$ cat config.mk
export PLATFORM = sky130hd
export DESIGN_NAME = register_file_16x32
export DESIGN_NICKNAME = d
export VERILOG_FILES = /design/src/rtl/register_file_16x32.sv
export SDC_FILE = /design/constraint.sdc
export NUM_CORES = 1
export LEC_CHECK = 0
export BUFFER_PORTS_ARGS = -buffer_cell sky130_fd_sc_hd__buf_2
export CORE_MARGIN = 5
export CORE_UTILIZATION = 56
export CTS_CLUSTER_DIAMETER = 50
export DETAILED_ROUTE_END_ITERATION = 8
export PLACE_DENSITY_LB_ADDON = 0.08
export SKIP_CTS_REPAIR_TIMING = 1
export SLEW_MARGIN = 5
export SYNTH_ARGS = -nofsm -noshare
export SYNTH_HDL_FRONTEND = slang
export SYNTH_SLANG_ARGS = --single-unit
$ cat constraint.sdc
create_clock -name clk -period 1.6 [get_ports clk]
set_input_delay 0.08 -clock clk [delete_from_list [all_inputs] [get_ports clk]]
set_output_delay 0.08 -clock clk [all_outputs]
set_load 0.005 [all_outputs]
$ cat src/rtl/register_file_16x32.sv
// 16-entry architectural register file: two combinational read ports, one write port, r0 reads zero.
// Writes land on the rising clk edge. Reads have zero latency, with an optional same-cycle write bypass. There is no handshake.
module register_file_16x32 #(
  parameter int DATA_WIDTH = 32,
  parameter int ADDR_WIDTH = 4,
  parameter int BYPASS     = 0
) (
  input  logic                  clk,
  input  logic                  reset,
  input  logic [ADDR_WIDTH-1:0] read_addr1,
  input  logic [ADDR_WIDTH-1:0] read_addr2,
  input  logic [ADDR_WIDTH-1:0] write_addr,
  input  logic [DATA_WIDTH-1:0] write_data,
  input  logic                  write_enable,
  output logic [DATA_WIDTH-1:0] read_data1,
  output logic [DATA_WIDTH-1:0] read_data2
);

  localparam int NUM_REGS = 1 << ADDR_WIDTH;

  logic [DATA_WIDTH-1:0] r_regs [NUM_REGS];
  logic                  w_wr_en;
  logic                  w_hit1;
  logic                  w_hit2;

  // Reset outranks the write strobe. Writes to address 0 are discarded, so r0 keeps its reset value.
  assign w_wr_en = write_enable && !reset && (write_addr != '0);

  always_ff @(posedge clk) begin
    if (reset) begin
      for (int i = 0; i < NUM_REGS; i++) begin
        r_regs[i] <= '0;
      end
    end else if (w_wr_en) begin
      r_regs[write_addr] <= write_data;
    end
  end

  // w_wr_en already excludes reset and address 0, so the bypass inherits both suppressions.
  assign w_hit1 = (BYPASS != 0) && w_wr_en && (write_addr == read_addr1);
  assign w_hit2 = (BYPASS != 0) && w_wr_en && (write_addr == read_addr2);

  assign read_data1 = (read_addr1 == '0) ? '0 :
                      w_hit1             ? write_data : r_regs[read_addr1];
  assign read_data2 = (read_addr2 == '0) ? '0 :
                      w_hit2             ? write_data : r_regs[read_addr2];

endmodule
==> results of run 1 <==
## power breakdown
part           total [mW]  leakage (nW)  switching, mW  internal (mW)
sequential           15.0          4.59          0.407           14.6
combinational        4.32          5.88           2.20           2.12
clock                12.0         0.828           4.97           7.06
total                31.4          11.3           7.57           23.8
## cells in the final DEF (no fill, tap or decap), types with 3 or more instances in the layout
master	count
o22a_1	29
nor3_1	23
edfxtp_1	481
clkbuf_16	55
buf_2	106
a221o_1	32
nor2_2	4
mux2_4	3
nand2_1	3
nor3_2	13
a22oi_2	4
or2_4	3
nor2_1	33
and2_1	480
clkinv_2	11
buf_12	74
a221oi_2	14
mux2i_1	64
bufinv_16	5
nor2b_4	4
nor2b_1	26
clkbuf_1	11
buf_4	143
clkinv_1	8
or2_2	12
mux4_2	159
clkinvlp_4	3
o22ai_1	31
mux2_2	62
o31a_1	29
a221oi_1	18
nor2b_2	9
a22oi_1	25
dlygate4sd3_1	32
nand2b_1	3
nor2_4	8
## cell type report
| type | instances | area [um^2] | share of cell area |
|---|---|---|---|
| multi-input cells | 1114 | 10700 | 0.345 |
| well taps | 600 | 751 | 0.0242 |
| flip-flops and latches | 481 | 14400 | 0.465 |
| inverters | 1 | 3.75 | 0.000121 |
| clock buffers | 66 | 1420 | 0.0456 |
| diodes | 1 | 2.50 | 0.0000806 |
| clock inverters | 29 | 278 | 0.00894 |
| repair buffers | 358 | 3450 | 0.111 |
## cell families (layout without fill, tap and decap cells)
logic type      after synthesis  after routing
other cells                   1              2
buf+inv                     183            454
mux                         288            288
flops                       481            481
simple gates                631            631
compound gates              194            194
## per-layer routing
layer | GRT usage | up-vias | share of wire
li1 | - | 7280 | -
met1 | 0.427 | 8914 | 0.36
met2 | 0.530 | 1123 | 0.48
met3 | 0.0733 | 236 | 0.11
met4 | 0.120 | 6 | 0.044
met5 | 0 | - | 0.00065
## critical path: stages (launching register included)
cell and delay [ns]:
edfxtp_1 0.40, mux4_2 0.49, nor2b_2 0.15, nor3_2 0.05
a221o_1 0.34, buf_2 0.15
## worst min-delay path by stage
stage / start / end / slack [ns]
floorplan: reset / r_regs[0][30] / 0.28
detailed placement: write_data[29] / r_regs[15][29] / 0.53
finish: write_data[19] / r_regs[13][19] / -0.03
global route: write_data[19] / r_regs[12][19] / 0.008
CTS: write_data[29] / r_regs[4][29] / -0.10
global placement: write_data[10] / r_regs[15][10] / 0.52
## through the flow
stage	hold slack, ns	utilization
6_report	-0.0296	0.686
5_1_grt	0.00823	0.686
4_1_cts	-0.102	0.670
3_5_place_dp	0.527	0.633
3_3_place_gp	0.523	0.633
2_1_floorplan	0.277	-
==> reports/summary.txt, run 1 <==
status - finished, violations left
failing checks - negative hold slack, negative setup slack
Final Cycle Share - 1.42
# fillers - 3153
LEAKAGE - 11.3 nW
critical path class - reg -> out
final hold violation count - 15
Arr. time, crit path - 2.19 ns
Area Overhead vs Synth - 21.5%
final net count - 2056
final worst slack - -0.668 ns
final instance area - 31100 um^2
top cells by area, synth - edfxtp_1 (56%), mux4_2 (14%), and2_1 (12%)
Final TNS setup - -32.70 ns
Root Buffer - clkbuf_16
Tightest Pin Transition - 0.823 ns
top flop regs - r_regs: 481 flops
Cells after DPL - 2505
Main synth FF type - edfxtp_1
Seq/Total Area, Yosys - 0.565
Die W - 224 um
RSZ-0062 raised after global routing - true
Post-synth top cells - and2_1 (481), edfxtp_1 (481), mux4_2 (159)
Vias per Instance - 6.63
Antenna Violating Nets Remaining - 0
number of flip-flops under the largest register name - 481
global-route wire length before repair - 119000 um
WHS Path Cells - 2
Synthesis Warnings - 0
CTS tree - done
total wire length - 81700 um
Worst Path Max Fanout - 2
HPWL Detailed - 52300 um
Max VDD drop - 0.882 mV
H-tree depth - 2
# port buffers - 110
Final Non-Filler Cells - 2650
gr ovfl total - 0
largest net degree at the start of global routing - 33
Routed WL per cell - 30.8 um
gr usage total - 0.323
share of layout cells above drive strength 1 - 0.346
pre-CTS WS - -0.337 ns
clk buf depth - 3
mux cell area share after synthesis - 0.194
Vias - 17.6k
hold crit path type - in -> reg
Site Rows - 78
die height - 224 um
Pwr per Cell Area - 1010 nW/um^2
final setup vio count - 64
Placement Cell Area - 28700 um^2
core area - 45300 um^2
mapped cell area - 25600 um^2
io pins - 111
syn avg cell area - 14.4 um^2
crit start category - register
compound-cell area share of the yosys netlist - 0.0628
Critical Path End Type - output pin
Yosys reg bits - 481
worst setup path endpoint - read_data2[26]
DRT iter0 DRCs - 2100
Crit. Startpoint - r_regs[11][26]
vias in the first global route - 18.0k
top cell type's share of synthesized area - 0.565
Post-Synthesis Cells - 1778
Post-Synth Adder-Cell Area - 0
most flop-heavy register - r_regs
Distinct cells, synth - 34
post-synthesis simple-gate area fraction - 0.148
CTS clk-pin slew, worst paths - 0.06 ns
routability cong. - 0.893
Final Slew Violations - 0
starting density of the core - 0.565
Num CTS Buffers - 53
max-capacitance violation count - 0
Tmin final - 2.27 ns
Slew HR - 0.450
Required @ worst endpoint - 1.52 ns
initial antenna violation count - 6
PnR Total Power - 31.4 mW
die footprint - 50000 um^2
CTS Sinks - 481
Initial DRT Pass Iterations - 5
DRC Markers - 0
fmax - 0.441 GHz
hold slack - -0.0296 ns
syn_nets - 1825
XOR/XNOR Fraction of Synth Area - 0
EDFF count, synth - 481
ys async rst share - 0
main combinational cell family by area after synthesis - multiplexers
area leader, netlist - edfxtp_1
Note: power is estimated with default switching activity, not from simulation.
==> inputs of run 2 (changes only) <==
CORE_MARGIN = 3   (was 5)
CTS_CLUSTER_SIZE = 8   (was unset)
PLACE_DENSITY = 0.84   (was unset)
PLACE_DENSITY_LB_ADDON = unset   (was 0.08)
==> reports/summary.txt, run 2 (same netlist as run 1, synthesis figures left out) <==
hold crit path type - in -> reg
hold slack - -0.0192 ns (+0.0105 ns)
final hold violation count - 14 (-1)
Vias per Instance - 7.06 (+6.5%)
final worst slack - -0.680 ns (-0.0121 ns)
Reg power frac - 0.459 (-0.020)
Final Cycle Share - 1.42 (+0.00756)
CTS Sinks - 481 (unchanged)
RSZ-0062 raised after global routing - true
# fillers - 2827 (-10%)
core area - 44700 um^2 (-1.3%)
Gate power share - 0.129 (-0.009)
PnR Total Power - 32.8 mW (+4.6%)
Required @ worst endpoint - 1.52 ns (about the same)
Site Rows - 77 (-1.3%)
clk buf depth - 3 (unchanged)
HPWL Detailed - 49300 um (-5.7%)
io pins - 111 (unchanged)
# port buffers - 110 (unchanged)
Max VDD drop - 0.855 mV (-3.0%)
crit start category - register
Final Slew Violations - 0 (unchanged)
status - finished, violations left
CTS tree - done
DRC Markers - 0 (unchanged)
Area Overhead vs Synth - 20.4%
Pwr per Cell Area - 1060 nW/um^2 (+5.5%)
initial antenna violation count - 1 (-5)
vias in the first global route - 18.7k (+3.8%)
Power Internal - 24.8 mW (+4.1%)
clock power share - 0.412 (+0.028)
Initial DRT Pass Iterations - 6 (+1)
gr usage total - 0.332 (+0.00947)
Antenna Violating Nets Remaining - 0 (unchanged)
routability cong. - 0.938 (+5.1%)
switching component of the power - 8.02 mW (+6.0%)
largest net degree at the start of global routing - 40 (+21%)
critical path class - reg -> out
gr ovfl total - 0 (unchanged)
global-route wire length before repair - 117000 um (-1.7%)
Tmin final - 2.28 ns (+0.0121 ns)
Critical Path End Type - output pin
Max stage delay on crit path - 0.50 ns (about the same)
most frequent cells in the layout - edfxtp_1 (481), and2_1 (480), mux4_2 (159)
H-tree depth - 3 (+1)
Arr. time, crit path - 2.20 ns (about the same)
failing checks - negative hold slack, negative setup slack
Worst Path Max Fanout - 2 (unchanged)
final setup vio count - 64 (unchanged)
Tightest Pin Transition - 1.34 ns (+0.520 ns)
final net count - 2049 (-0.34%)
number of flip-flops under the largest register name - 481 (unchanged)
Final TNS setup - -33.57 ns (-0.875 ns)
final instance area - 30800 um^2 (-0.86%)
die footprint - 48300 um^2 (-3.5%)
Num CTS Buffers - 71 (+34%)
slowest CP cell - mux4_2
LEAKAGE - 11.2 nW (-0.86%)
fmax - 0.439 GHz (-0.53%)
commonest non-fill, non-tap cell in the layout - edfxtp_1
share of layout cells above drive strength 1 - 0.340 (-0.00557)
Slew HR - 0.103 (-0.347)
starting density of the core - 0.572 (+0.00733)
DRT iter0 DRCs - 2754 (+31%)
total wire length - 80800 um (-1.1%)
Routed WL per cell - 31.0 um (+0.62%)
CTS clk-pin slew, worst paths - 0.05 ns (about the same)
Placement Cell Area - 28200 um^2 (-1.7%)
max-capacitance violation count - 0 (unchanged)
Vias - 18.4k (+4.7%)
Root Buffer - clkbuf_16
Sw Share - 0.245 (+0.00320)
top flop regs - r_regs: 481 flops
most flop-heavy register - r_regs
Die W - 220 um (-1.8%)
critical-path cell list - mux4_2 > nor2b_1 > nor3_1 > a221o_1 > buf_2
die height - 220 um (-1.8%)
==> run 2: path summary, 6_finish.rpt <==
kind	startpoint	end	slack (ns)	cells past startpoint
worst min-delay path	write_data[19]	r_regs[7][19]	-0.02	2
worst max-delay path	r_regs[10][0]	read_data2[0]	-0.68	5
==> run 2: cell type report <==
class | instances | area, um^2 | area share
Antenna cell | 1 | 2.50 | 0.0000813
Multi-Input combinational cell | 1114 | 10600 | 0.345
Clock buffer | 75 | 1830 | 0.0596
Timing Repair Buffer | 333 | 3040 | 0.0989
Inverter | 1 | 3.75 | 0.000122
Tap cell | 592 | 741 | 0.0241
Clock inverter | 8 | 101 | 0.00329
Sequential cell | 481 | 14400 | 0.469
==> run 2: through the flow <==
stage,std cells,utilization,setup WS [ns]
after CTS,2550,0.674,-0.685
after detailed placement,2467,0.630,-0.507
after floorplan,1778,-,0.0319
final,2605,0.689,-0.680
after global placement,2467,0.630,-0.426
after global routing,2604,0.689,-0.729
==> run 2: power groups by stage <==
stage	Combinational [mW]	Sequential, mW	Clock [mW]
after global placement	3.85	15.2	0
after detailed placement	3.93	15.2	0
final	4.23	15.0	13.5
after global routing	4.40	15.1	14.0
after CTS	3.97	15.0	13.5
after floorplan	2.31	15.1	0
==> run 2: metal layers <==
metal  global-route usage  part of all wire
met3               0.0804              0.13
met1                0.414              0.33
met4                0.193             0.062
met5                    0           0.00011
met2                0.534              0.48
==> run 2: critical path: cells and delay by family (launching register included) <==
kind | cells | cell delay, ns
buf+inv | 1 | 0.16
flops | 1 | 0.41
compound gates | 1 | 0.34
mux | 1 | 0.50
simple gates | 2 | 0.19
